**src/rtl/ws2812b_pixel_serializer.sv**
```systemverilog
// ws2812b_pixel_serializer: serializes 24-bit GRB pixels onto a WS2812B single-wire data line
//   clk          12.5 MHz system clock
//   reset        synchronous, active-high
//   pixel_data   GRB pixel, bit 23 (G7) sent first
//   pixel_valid  upstream offers pixel_data
//   pixel_ready  pixel accepted on the next edge when valid is also high
//   dout         registered WS2812B line, one cycle behind the FSM
//   busy         FSM is in SEND or LATCH
//   frame_done   one-cycle pulse after the latch period, aligned with the dout timeline
module ws2812b_pixel_serializer #(
    parameter int PIXELS       = 64,
    parameter int T0H_CYCLES   = 5,
    parameter int T1H_CYCLES   = 10,
    parameter int BIT_CYCLES   = 15,
    parameter int LATCH_CYCLES = 3600
) (
    input  logic        clk,
    input  logic        reset,
    input  logic [23:0] pixel_data,
    input  logic        pixel_valid,
    output logic        pixel_ready,
    output logic        dout,
    output logic        busy,
    output logic        frame_done
);
    localparam int CMAX = BIT_CYCLES > LATCH_CYCLES ? BIT_CYCLES : LATCH_CYCLES;
    localparam int CW   = $clog2(CMAX);
    localparam int PW   = PIXELS > 1 ? $clog2(PIXELS) : 1;
    typedef enum logic [1:0] {IDLE, SEND, LATCH} state_t;
    state_t         state;
    logic [23:0]    shreg;
    logic [4:0]     bit_idx;
    logic [CW-1:0]  cnt;
    logic [PW-1:0]  pix_cnt;
    logic           latch_done;
    logic           bit_end;
    logic           latch_end;
    logic           bit_high;
    always_comb begin
        bit_end   = cnt == CW'(BIT_CYCLES - 1);
        latch_end = cnt == CW'(LATCH_CYCLES - 1);
        bit_high  = cnt < (shreg[23] ? CW'(T1H_CYCLES) : CW'(T0H_CYCLES));
    end
    always_ff @(posedge clk) begin
        if (reset) begin
            state       <= IDLE;
            pixel_ready <= 1'b1;
            busy        <= 1'b0;
            dout        <= 1'b0;
            frame_done  <= 1'b0;
            latch_done  <= 1'b0;
            shreg       <= '0;
            bit_idx     <= '0;
            cnt         <= '0;
            pix_cnt     <= '0;
        end else begin
            // frame_done trails the LATCH->IDLE transition by one edge, like dout trails the FSM
            frame_done <= latch_done;
            latch_done <= 1'b0;
            dout       <= 1'b0;
            case (state)
                IDLE: begin
                    if (pixel_valid && pixel_ready) begin
                        shreg       <= pixel_data;
                        bit_idx     <= 5'd23;
                        cnt         <= '0;
                        state       <= SEND;
                        pixel_ready <= 1'b0;
                        busy        <= 1'b1;
                    end
                end
                SEND: begin
                    dout <= bit_high;
                    if (!bit_end) begin
                        cnt <= cnt + 1'b1;
                    end else begin
                        cnt   <= '0;
                        shreg <= {shreg[22:0], 1'b0};
                        if (bit_idx != 5'd0) begin
                            bit_idx <= bit_idx - 1'b1;
                        end else if (pix_cnt == PW'(PIXELS - 1)) begin
                            pix_cnt <= '0;
                            state   <= LATCH;
                        end else begin
                            pix_cnt     <= pix_cnt + 1'b1;
                            state       <= IDLE;
                            pixel_ready <= 1'b1;
                            busy        <= 1'b0;
                        end
                    end
                end
                LATCH: begin
                    if (!latch_end) begin
                        cnt <= cnt + 1'b1;
                    end else begin
                        cnt         <= '0;
                        state       <= IDLE;
                        pixel_ready <= 1'b1;
                        busy        <= 1'b0;
                        latch_done  <= 1'b1;
                    end
                end
                default: state <= IDLE;
            endcase
        end
    end
endmodule
```
**config.mk**
```make
export PLATFORM = sky130hd
export DESIGN_NAME = ws2812b_pixel_serializer
export DESIGN_NICKNAME = d
export VERILOG_FILES = /design/src/rtl/ws2812b_pixel_serializer.sv
export SDC_FILE = /design/constraint.sdc
export NUM_CORES = 1
export LEC_CHECK = 0
export CAP_MARGIN = 40
export CORE_UTILIZATION = 25
export DETAILED_ROUTE_END_ITERATION = 7
export PLACE_DENSITY = 0.43
export SLEW_MARGIN = 20
export SYNTH_ARGS = -nofsm -noshare
export SYNTH_HDL_FRONTEND = slang
export SYNTH_SLANG_ARGS = --single-unit
```
**constraint.sdc**
```tcl
create_clock -name clk -period 2.5 [get_ports clk]
set_clock_uncertainty 0.05 [all_clocks]
set_input_delay 0.25 -clock clk [delete_from_list [all_inputs] [get_ports clk]]
set_output_delay 0.25 -clock clk [all_outputs]
set_load 0.05 [all_outputs]
```
==> results of run 1 <==
-- synth_stat cells (4+ instances only) --
cell type,instances,share of area
nand4_1,7,0.016
dfxtp_1,54,0.39
ha_1,11,0.050
a21oi_1,10,0.018
a211oi_1,23,0.062
nor4_1,4,0.0090
inv_1,9,0.012
buf_2,5,0.0090
clkbuf_1,9,0.012
xor2_1,7,0.022
nor2b_1,4,0.0090
o22ai_1,4,0.0090
nor3_1,7,0.013
o21ai_0,8,0.014
mux2i_1,26,0.094
nand2_1,19,0.026
nor2_1,42,0.057
nand3_1,11,0.020
-- per-layer routing --
metal	vias up	track usage	routed length, µm
met4	0	0.0284	44
met5	-	0	0
met3	5	0.0278	344
met1	1063	0.165	3270
li1	1185	-	-
met2	51	0.180	2730
-- power groups by stage --
stage	sequential, mW	clock (mW)	combinational, mW
after floorplan	1.31	0	1.02
after global placement	1.27	0	1.42
after detailed placement	1.27	0	1.42
after CTS	1.25	0.649	1.43
after global routing	1.28	0.676	1.59
final	1.25	0.614	1.41
-- worst max-delay path by stage --
stage	endpoint	cells after the start	from	slack [ps]
4_1_cts	cnt[2]	5	cnt[6]	310
6_report	cnt[2]	5	cnt[6]	300
3_3_place_gp	cnt[2]	5	cnt[5]	370
3_5_place_dp	cnt[2]	5	cnt[6]	320
2_1_floorplan	cnt[2]	5	cnt[5]	500
5_1_grt	shreg[8]	6	cnt[4]	120
-- stage by stage --
step | instances | setup WS [ps]
2_1_floorplan | 311 | 500
4_1_cts | 480 | 308
3_5_place_dp | 472 | 322
6_report | 480 | 296
5_1_grt | 480 | 123
3_3_place_gp | 472 | 367
-- cell type report --
cell class	count	area (µm²)	area share
inverter	9	33.8	0.0101
clock buffer	5	68.8	0.0206
clock inverter	3	45.0	0.0135
timing repair buffer	38	355	0.107
sequential	54	1080	0.324
multi-input combinational	231	1570	0.472
tap	140	175	0.0526
-- state kept, by name, summed over array words and instances (netlist names), 2 cells and up --
register	flops
state	2
cnt	12
pix_cnt	6
shreg	24
bit_idx	5
-- cell families after synthesis --
kind of cell | synth area share
AOI/OAI and AO/OA | 0.156
xor gates and xnor gates | 0.0253
adders and majority gates | 0.0497
buffers and inverters | 0.0452
DFF | 0.390
muxes | 0.0980
and+or+nand+nor | 0.235
==> flow_summary.yaml, run 1 <==
logic_synthesis:
  netlist_area_mm2: 0.00277
  yosysSeqAreaShare: 0.390
  yosysWarnings: 0
  async_reset_ff_frac: 0
  ys_seq_elements: 54
  synth.distinct_cells: 52
  synth_top_flop_cell: "dfxtp_1"
  synth_nets: 349
  synth-edff-count: 0
  syn_avg_cell_area_um2: 8.91
  syn_inst: 311
worst_setup_path:
  r2r_slack_ps: 300
  cp_max_fo: 7
  reg2regPathDepth: 5
  crit_type: "register to register"
  critPathSlowestCell: "or4_4"
  worstPathRequired_ps: 2670
  path_buf_inv: 0
  r2r_start: "cnt[6]"
  setup.worst_path.start_class: "register"
  slowest_delay_ps: 590
  arrival_ps: 2370
  critPathCaptureType: "register"
  critPathTopFamily: "simple AND/OR/NAND/NOR gates"
  worstPathCellList: "or4_4, or3_4, a32oi_4, o22ai_1, a21o_1"
  rr_endpoint: "cnt[2]"
floorplan:
  die_w_um: 107
  start_util: 0.256
  pin_count: 31
  core_mm2: 0.0108
  std_cell_rows: 38
  die_h_um: 107
  die-area_mm2: 0.0115
finish:
  layout-drive-gt1-share: 0.0882
  stdcell_area_mm2: 0.00333
  utilization: 0.307
  final_common_cell: "dfxtp_1"
  final_cell_mix: "dfxtp_1 (54), nor2_1 (41), clkdlybuf4s50_1 (29), mux2i_1 (26), a211oi_1 (23)"
  area_growth_pct: 20.3
  n_fill_cell: 1147
  nets: 377
  diodes: 0
placed_design:
  place_congestion: 0.758
  post_dp_cell_area_mm2: 0.00322
  port_buffers: 30
  dp_hpwl_um: 4480
routing:
  drc: 0
  routed-via-count: 2304
  wl_um: 6380
  drtAntennaViolNets: 0
  post_drt_wl_per_cell_um: 13.3
  drt_iter0_drc: 131
  dr.pass1.iters: 4
  avgViaCountPerCell: 4.80
pwr:
  p_clk_frac: 0.188
  netSwitchingFraction: 0.389
  p_int_mw: 2.00
  leakagePower_nw: 1.19
  pwr-share-comb: 0.431
  power_mw: 3.27
  ir_worst_vdd_uv: 338
  switchingPower_mw: 1.27
  p_per_area_mw_per_mm2: 982
  seq_power_share: 0.382
sta:
  hold_viol_final: 0
  fin_crit_ps: 2200
  max_freq_mhz: 454
  post-route-period-util: 0.882
  tns_ps: 0
  hold_ws_ps: 288
  rsz0062_at_grt: "no"
  slew_headroom: 0.619
  finalSetupViolCount: 0
  tightest_slew_ps: 566
  slew_violations: 0
grt:
  grt_max_degree: 34
  grt_first_pass_wirelength_um: 10800
  gr-total-overflow: 0
  grt_pass1_vias: 2184
  grt_usage: 0.118
  antenna_found_initial: 0
min_path:
  hp-start: "reset"
  min_path_type: "input pin to register"
  min_path_cells: 2
  holdPathEnd: "bit_idx[0]"
cts:
  path_clk_slew_ps: 110
  numCtsBuffers: 5
  cts_sinks: 54
  cts_tree: "yes"
  hold_buffers: 0
  root_buffer: "clkbuf_8"
  ctsResizeCount: 0
  cts_buffer_depth: 2
  clock_latency_ps: 310
  htree_levels: 2
  cts_setup_buffers: 0
outcome:
  status: "completed"
flow_run:
  maxCapViolCount: 0
Note: power is estimated with default switching activity, not from simulation.
==> run 2, diff against run 1 <==
CORE_UTILIZATION = 40   (was 25)
CTS_BUF_LIST = sky130_fd_sc_hd__clkbuf_4   (was unset)
PLACE_DENSITY = 0.61   (was 0.43)
SETUP_SLACK_MARGIN = 0.1   (was unset)
==> run 2 against run 1 <==
Sequential cell count did not move; die area fell by 37%; worst setup slack lost 22 ps; via count is 0.95% lower; worst hold slack improved by 37 ps; clock power shrank 19%; largest power group unchanged; fmax decreased by 0.97%; register-to-register slack got worse by 20 ps.
==> flow_summary.yaml, run 2 (synthesized netlist as in run 1, its figures left out) <==
sta:
  post-route-period-util: 0.890
  rsz0062_at_grt: "no"
  tightest_slew_ps: 690
  slew_headroom: 0.539
  finalSetupViolCount: 0
  hold_viol_final: 0
  tns_ps: 0
  max_freq_mhz: 449
  fin_crit_ps: 2230
  slew_violations: 0
routing:
  wl_um: 5600
  top_layer: "met4"
  wl_met1_um: 2830
  avgViaCountPerCell: 5.47
  post_drt_wl_per_cell_um: 13.4
  drc: 0
  routed-via-count: 2282
  wl_met3_um: 277
  dr.pass1.iters: 4
  dr_wl_met2_um: 2460
  drt_iter0_drc: 92
  drtAntennaViolNets: 0
cts:
  numCtsBuffers: 5
  htree_levels: 2
  cts_sinks: 54
  clock_latency_ps: 380
  ctsResizeCount: 0
  cts_buffer_depth: 2
  path_clk_slew_ps: 160
  cts_setup_buffers: 0
  root_buffer: "clkbuf_4"
  hold_buffers: 0
  cts_tree: "yes"
pwr:
  netSwitchingFraction: 0.389
  p_per_area_mw_per_mm2: 965
  leakagePower_nw: 1.18
  power_mw: 3.12
  p_clk_frac: 0.159
  p_int_mw: 1.91
  pwr-share-comb: 0.441
  seq_power_share: 0.400
  switchingPower_mw: 1.21
  ir_worst_vdd_uv: 389
worst_setup_path:
  worstPathRequired_ps: 2740
  critPathSlowestCell: "a21boi_1"
  r2r_start: "state[1]"
  arrival_ps: 2470
  critPathLaunch: "state[1]"
  cp_max_fo: 9
  rr_endpoint: "cnt[10]"
  worstPathCellList: "inv_1, ha_1, a21boi_1, nor2_2, nand4_1, or3b_1, o311ai_0"
  critPathCaptureType: "register"
  setup.worst_path.start_class: "register"
  slowest_delay_ps: 600
  r2r_slack_ps: 270
  crit_end: "cnt[10]"
  crit_type: "register to register"
  reg2regPathDepth: 7
outcome:
  status: "completed"
grt:
  antenna_found_initial: 0
  grt_usage: 0.169
  grt_max_degree: 49
  gr-total-overflow: 0
  grt_pass1_vias: 2155
  grt_first_pass_wirelength_um: 9800
floorplan:
  core_mm2: 0.00653
  die-area_mm2: 0.00726
  die_h_um: 85.2
  pin_count: 31
  std_cell_rows: 29
  start_util: 0.424
  die_w_um: 85.2
min_path:
  hp-start: "reset"
  min_path_type: "input pin to register"
finish:
  final_common_cell: "dfxtp_1"
  final_cell_mix: "dfxtp_1 (54), nor2_1 (41), clkdlybuf4s50_1 (29), mux2i_1 (26), a211oi_1 (23)"
  layout-drive-gt1-share: 0.0882
  largest_registers: "shreg: 24 flops, cnt: 12 flops, pix_cnt: 6 flops"
  largest_reg_flops: 24
  n_fill_cell: 685
  diodes: 0
  seqCellArea_mm2: 0.00108
  stdcell_area_mm2: 0.00323
  largest-register: "shreg"
  area_growth_pct: 16.6
  utilization: 0.495
  multi_input_area_mm2: 0.00157
  nets: 377
placed_design:
  place_congestion: 0.923
  post_dp_cell_area_mm2: 0.00315
  dp_hpwl_um: 3880
  port_buffers: 30
flow_run:
  maxCapViolCount: 0
[run 2: power by group through the flow]
stage / Clock, mW / Sequential (mW) / Combinational (mW)
4_1_cts: 0.517 / 1.25 / 1.39
5_1_grt: 0.551 / 1.28 / 1.55
6_report: 0.495 / 1.25 / 1.37
3_5_place_dp: 0 / 1.27 / 1.38
2_1_floorplan: 0 / 1.31 / 1.02
3_3_place_gp: 0 / 1.26 / 1.37
[run 2: layout make-up]
cell class,count,share of cell area
Sequential cell,54,0.335
Clock inverter,3,0.0139
Tap cell,77,0.0298
Multi-Input combinational cell,231,0.486
Inverter,9,0.0105
Clock buffer,5,0.0116
Timing Repair Buffer,38,0.114
[run 2: per-stage QoR]
step           cells  hold WS [ps]  setup WS (ps)
4_1_cts          417           306            271
6_report         417           325            274
3_5_place_dp     409           389            302
3_3_place_gp     409           375            326
2_1_floorplan    311           364            500
5_1_grt          417           337            131
[run 2: worst max-delay path: cells and delay by family (launching register included)]
| kind | cells | cell delay (ps) |
|---|---|---|
| AO/OA/AOI/OAI | 2 | 700 |
| adder cells (fa/ha/maj) | 1 | 220 |
| buffers and inverters | 1 | 90 |
| flip-flops | 1 | 370 |
| AND/OR/NAND/NOR | 3 | 700 |
[run 2: worst min-delay path by stage]
stage	end	slack [ps]	depth (start not counted)
2_1_floorplan	frame_done	360	1
3_3_place_gp	frame_done	380	1
3_5_place_dp	frame_done	390	1
4_1_cts	state[1]	310	4
5_1_grt	state[1]	340	4
6_report	state[1]	330	4
[run 2: per-layer routing]
metal	vias up	global-route usage
met4	0	0.0586
met1	1052	0.227
met2	45	0.265
met3	2	0.0389
met5	-	0
li1	1183	-
==> run 3, diff against run 2 <==
PLACE_DENSITY = 0.6   (was 0.61)
==> run 3 against run 2 <==
Wire length rose by 1.6%; fmax rose by 3.3%; non-clock buffer count grew 2; sequential power is essentially flat; sequential cell count stayed put; first-iteration DRC count rose by 41%; worst setup slack better by 72 ps; critical endpoint is now cnt[2]; register-to-register slack gained 70 ps; sequential share of layout area is 0.21 points lower; global-route usage up 0.44 points.
==> flow_summary.yaml, run 3 (synthesized netlist as in run 1, its figures left out) <==
worst_setup_path:
  rr_endpoint: "cnt[2]"
  setup.worst_path.start_class: "register"
  r2r_slack_ps: 350
  crit_type: "register to register"
  arrival_ps: 2410
  worstPathRequired_ps: 2750
  critPathCaptureType: "register"
  r2r_start: "cnt[6]"
  reg2regPathDepth: 5
  cp_max_fo: 7
floorplan:
  die_w_um: 85.2
  die_h_um: 85.2
  die-area_mm2: 0.00726
  start_util: 0.424
  pin_count: 31
  core_mm2: 0.00653
  std_cell_rows: 29
finish:
  largest_registers: "shreg: 24 flops, cnt: 12 flops, pix_cnt: 6 flops"
  largest-register: "shreg"
  utilization: 0.498
  diodes: 0
  area_growth_pct: 17.3
  nets: 379
  layout-drive-gt1-share: 0.0965
  final_cell_mix: "dfxtp_1 (54), nor2_1 (41), clkdlybuf4s50_1 (29), mux2i_1 (26), a211oi_1 (23)"
  largest_reg_flops: 24
  final_common_cell: "dfxtp_1"
routing:
  wl_met1_um: 2860
  top_layer: "met4"
  drtAntennaViolNets: 0
  dr.pass1.iters: 4
  drt_iter0_drc: 130
  avgViaCountPerCell: 5.53
  wl_met3_um: 276
  wl_um: 5690
  dr_wl_met2_um: 2460
  routed-via-count: 2318
  drc: 0
  post_drt_wl_per_cell_um: 13.6
sta:
  slew_headroom: 0.651
  rsz0062_at_grt: "no"
  fin_crit_ps: 2150
  tns_ps: 0
  hold_viol_final: 0
  max_freq_mhz: 464
  post-route-period-util: 0.862
  slew_violations: 0
  finalSetupViolCount: 0
  tightest_slew_ps: 519
cts:
  htree_levels: 2
  cts_sinks: 54
  path_clk_slew_ps: 160
  root_buffer: "clkbuf_4"
  cts_tree: "yes"
  clock_latency_ps: 390
  cts_setup_buffers: 0
  numCtsBuffers: 5
  cts_buffer_depth: 2
  ctsResizeCount: 0
  hold_buffers: 0
min_path:
  min_path_cells: 3
  min_path_type: "input pin to register"
  holdPathEnd: "shreg[0]"
  hp-start: "reset"
grt:
  grt_pass1_vias: 2190
  antenna_found_initial: 0
  grt_first_pass_wirelength_um: 10100
  grt_usage: 0.173
  gr-total-overflow: 0
  grt_max_degree: 49
pwr:
  ir_worst_vdd_uv: 576
  leakagePower_nw: 1.20
  p_per_area_mw_per_mm2: 968
placed_design:
  place_congestion: 0.866
  dp_hpwl_um: 4050
  port_buffers: 30
outcome:
  status: "completed"
flow_run:
  maxCapViolCount: 0
[run 3: changes by cell type in the layout (fill, tap and decap cells not counted)]
cell	change
clkinvlp_4	-2
buf_4	+2
clkinv_2	+1
nor4_2	+1
inv_6	+1
nor4_1	-1
[run 3: layout make-up]
cell class	instances	area, µm²
Inverter	9	33.8
Timing Repair Buffer	40	383
Fill cell	644	3280
Multi-Input combinational cell	231	1580
Tap cell	77	96.3
Sequential cell	54	1080
Clock buffer	5	37.5
Clock inverter	3	43.8
[run 3: report_power, final]
group / internal, mW / switching (mW) / total (mW)
Clock: 0.213 / 0.297 / 0.510
Sequential: 1.11 / 0.144 / 1.25
Combinational: 0.600 / 0.788 / 1.39
Total: 1.92 / 1.23 / 3.15
[run 3: worst max path at each step]
stage	start	endpoint	slack, ps	cells past startpoint
3_5_place_dp	cnt[6]	cnt[10]	370	5
6_report	cnt[6]	cnt[2]	350	5
5_1_grt	bit_idx[1]	busy	260	6
4_1_cts	bit_idx[0]	busy	330	6
3_3_place_gp	cnt[6]	cnt[2]	420	5
2_1_floorplan	cnt[5]	cnt[2]	500	5
[run 3: metal layers]
layer,track usage,up-vias
met1,0.247,1070
li1,-,1192
met4,0.0601,0
met5,0,-
met2,0.260,49
met3,0.0340,7
[run 3: stage by stage]
step	power [mW]	cell area (µm²)	hold WS (ps)	cells	setup slack, ps
floorplan	2.33	2770	364	311	500
global placement	2.65	3160	377	411	421
detailed placement	2.66	3160	375	411	368
CTS	3.18	3240	169	419	334
global route	3.41	3250	189	419	263
finish	3.15	3250	188	419	346
[run 3: worst max-delay path, cell delays in order (launching register included)]
cell,delay (ps)
dfxtp_1,410
or4_4,580
or3_4,420
a32oi_4,290
o22ai_1,120
a21o_1,190
==> edit (settings of run 3) <==
The parameter `BIT_CYCLES` goes from 15 to 17.
--- a/src/rtl/ws2812b_pixel_serializer.sv
+++ b/src/rtl/ws2812b_pixel_serializer.sv
@@ -12,5 +12,5 @@
     parameter int T0H_CYCLES   = 5,
     parameter int T1H_CYCLES   = 10,
-    parameter int BIT_CYCLES   = 15,
+    parameter int BIT_CYCLES   = 17,
     parameter int LATCH_CYCLES = 3600
 ) (
Function: same outputs for any inputs over 10 cycles, from zero or initial values and one cycle with reset high; that may be too few to reach the edited logic, so the function may still have changed.
==> edit against run 3 <==
  * Total power up 1.6%
  * Final area grew 2.2%
  * Sequential cell count unchanged
  * Wire length rose by 1.7%
  * Synthesized cell count decreased by 1.6%
  * Synthesized area up 0.95%
  * Setup slack got worse by 0.072 ns
  * Critical path type unchanged
==> edit: results (changes against run 3) <==
INFO  status         run_status=complete, no violations
INFO  yosys          yosys-mux-area-fraction=0.0984 [+0.000421]
INFO  setup_path     max_fo_critical_path=29 [+22]
INFO  grt            grt_pass1_vias=2,096 [-4.3%]
INFO  power          netSwitchingPower=1.26mW [+2.2%]
INFO  setup_path     worstSetupEndpoint=busy$_SDFFE_PP0P_
INFO  grt            grt_pass1_wl=9840µm [-2.3%]
INFO  placement      numPlacedInstances=414 [+0.73%]
INFO  grt            grt_use_total=0.167 [-0.00563]
INFO  clock_network  cts.reportedPaths.clkPinSlew=0.14ns [-0.02 ns]
INFO  yosys          syn-instance-count=306 [-1.6%]
INFO  routing        num_vias=2,284 [-1.5%]
INFO  final_layout   reg.largest.list=shreg x24, cnt x12, pix_cnt x6
INFO  final_layout   layout-drive-gt1-share=0.126 [+0.0292]
INFO  setup_path     worst_ep_arrival_time=2.44ns [+0.03 ns]
INFO  routing        post_drt_via_cell_ratio=5.41 [-2.2%]
INFO  yosys          yosys-top-cells-area=dfxtp_1, mux2i_1, a211oi_1
INFO  yosys          synth_fp_nets=344 [-1.4%]
INFO  yosys          synth_compound_area_frac=0.157 [+0.000769]
INFO  routing        wl_per_cell=13.7µm [+1.0%]
INFO  yosys          synth_cell_types=55 [+5.8%]
INFO  placement      dpl-instance-area=3240µm² [+2.5%]
INFO  power          peakVddDrop=407µV [-29%]
INFO  routing        drt_iter0_drc=89 [-32%]
INFO  grt            grt_start_max_net_pins=38 [-22%]
INFO  setup_path     rr_worst_depth=7 [+2]
INFO  placement      final_replace_weighted_congestion=0.800 [-7.6%]
INFO  setup_path     rrSetupSlack=0.27ns [-0.07 ns]
INFO  timing         worst-slew-pin-transition=0.526ns [+0.00698 ns]
INFO  setup_path     worst_r2r_startpoint=state[1]$_SDFFE_PP0P_
INFO  clock_network  clk-insertion-delay-late=0.37ns [-0.02 ns]
INFO  yosys          synth-xor-area-share=0.0251 [-0.000238]
INFO  final_layout   layout.nets=380 [+0.26%]
INFO  power          p_leak=1.22nW [+1.9%]
INFO  placement      place_hpwl=4120µm [+1.7%]
INFO  yosys          synth_adder_area_share=0.0492 [-0.000467]
INFO  yosys          synth_commonest_cells=dfxtp_1, nor2_1, mux2i_1
INFO  yosys          ys_seq_area_frac=0.387 [-0.00367]
[edit: cell families (layout without fill, tap and decap cells)]
group | count (synthesis) | after routing
fa+ha+maj | 11 | 11
compound gates | 62 | 62
mux | 27 | 27
buf+inv | 27 | 63
simple gates | 117 | 117
xor+xnor | 8 | 8
flops | 54 | 54
[edit: area by class of cell]
class                      count  area (µm²)
clock inverter                 2        33.8
clock buffer                   5        37.5
sequential                    54        1080
timing repair buffer          45         418
tap                           80         100
fill                         644        3430
multi-input combinational    225        1610
inverter                      11        41.3
[edit: worst min path at each step]
stage                                     start                 endpoint  slack (ns)  depth (start not counted)
after global placement    latch_done$_SDFF_PP0_    frame_done$_SDFF_PP0_        0.38                          1
after detailed placement  latch_done$_SDFF_PP0_    frame_done$_SDFF_PP0_        0.39                          1
final                                     reset    state[0]$_SDFFE_PP0P_        0.22                          2
after global routing                      reset  pix_cnt[2]$_SDFFE_PP0P_        0.21                          2
after CTS                                 reset    state[0]$_SDFFE_PP0P_        0.20                          2
after floorplan           latch_done$_SDFF_PP0_    frame_done$_SDFF_PP0_        0.36                          1
[edit: worst max-delay path, stage by stage, from the launching register on]
cell	delay, ns
dfxtp_1	0.38
inv_1	0.09
ha_2	0.24
buf_4	0.44
inv_1	0.25
a31o_2	0.28
nand3_2	0.10
mux2_4	0.30
[edit: per-layer routing]
layer / global-route usage / part of all wire / vias to the layer above
met3: 0.0318 / 0.024 / 2
met2: 0.258 / 0.44 / 27
met5: 0 / 0 / -
li1: - / - / 1187
met4: 0.0545 / 0.0059 / 0
met1: 0.235 / 0.53 / 1068
[edit: timing repair]
action | CTS | global route
resized for setup | 0 | 1
endpoints found under the hold margin | 0 | 0
hold buffers | 0 | 0
setup endpoints to repair | 0 | 1
[edit: power by group through the flow]
stage | sequential (mW) | combinational (mW) | clock [mW]
global placement | 1.27 | 1.40 | 0
detailed placement | 1.28 | 1.46 | 0
global route | 1.29 | 1.62 | 0.526
finish | 1.26 | 1.47 | 0.468
floorplan | 1.31 | 1.03 | 0
CTS | 1.26 | 1.47 | 0.492
[edit: stage by stage]
step	setup slack (ns)	hold WS [ns]
after CTS	0.127	0.205
final	0.274	0.218
after detailed placement	0.123	0.387
after global placement	0.136	0.383
after floorplan	0.597	0.364
after global routing	0.150	0.213
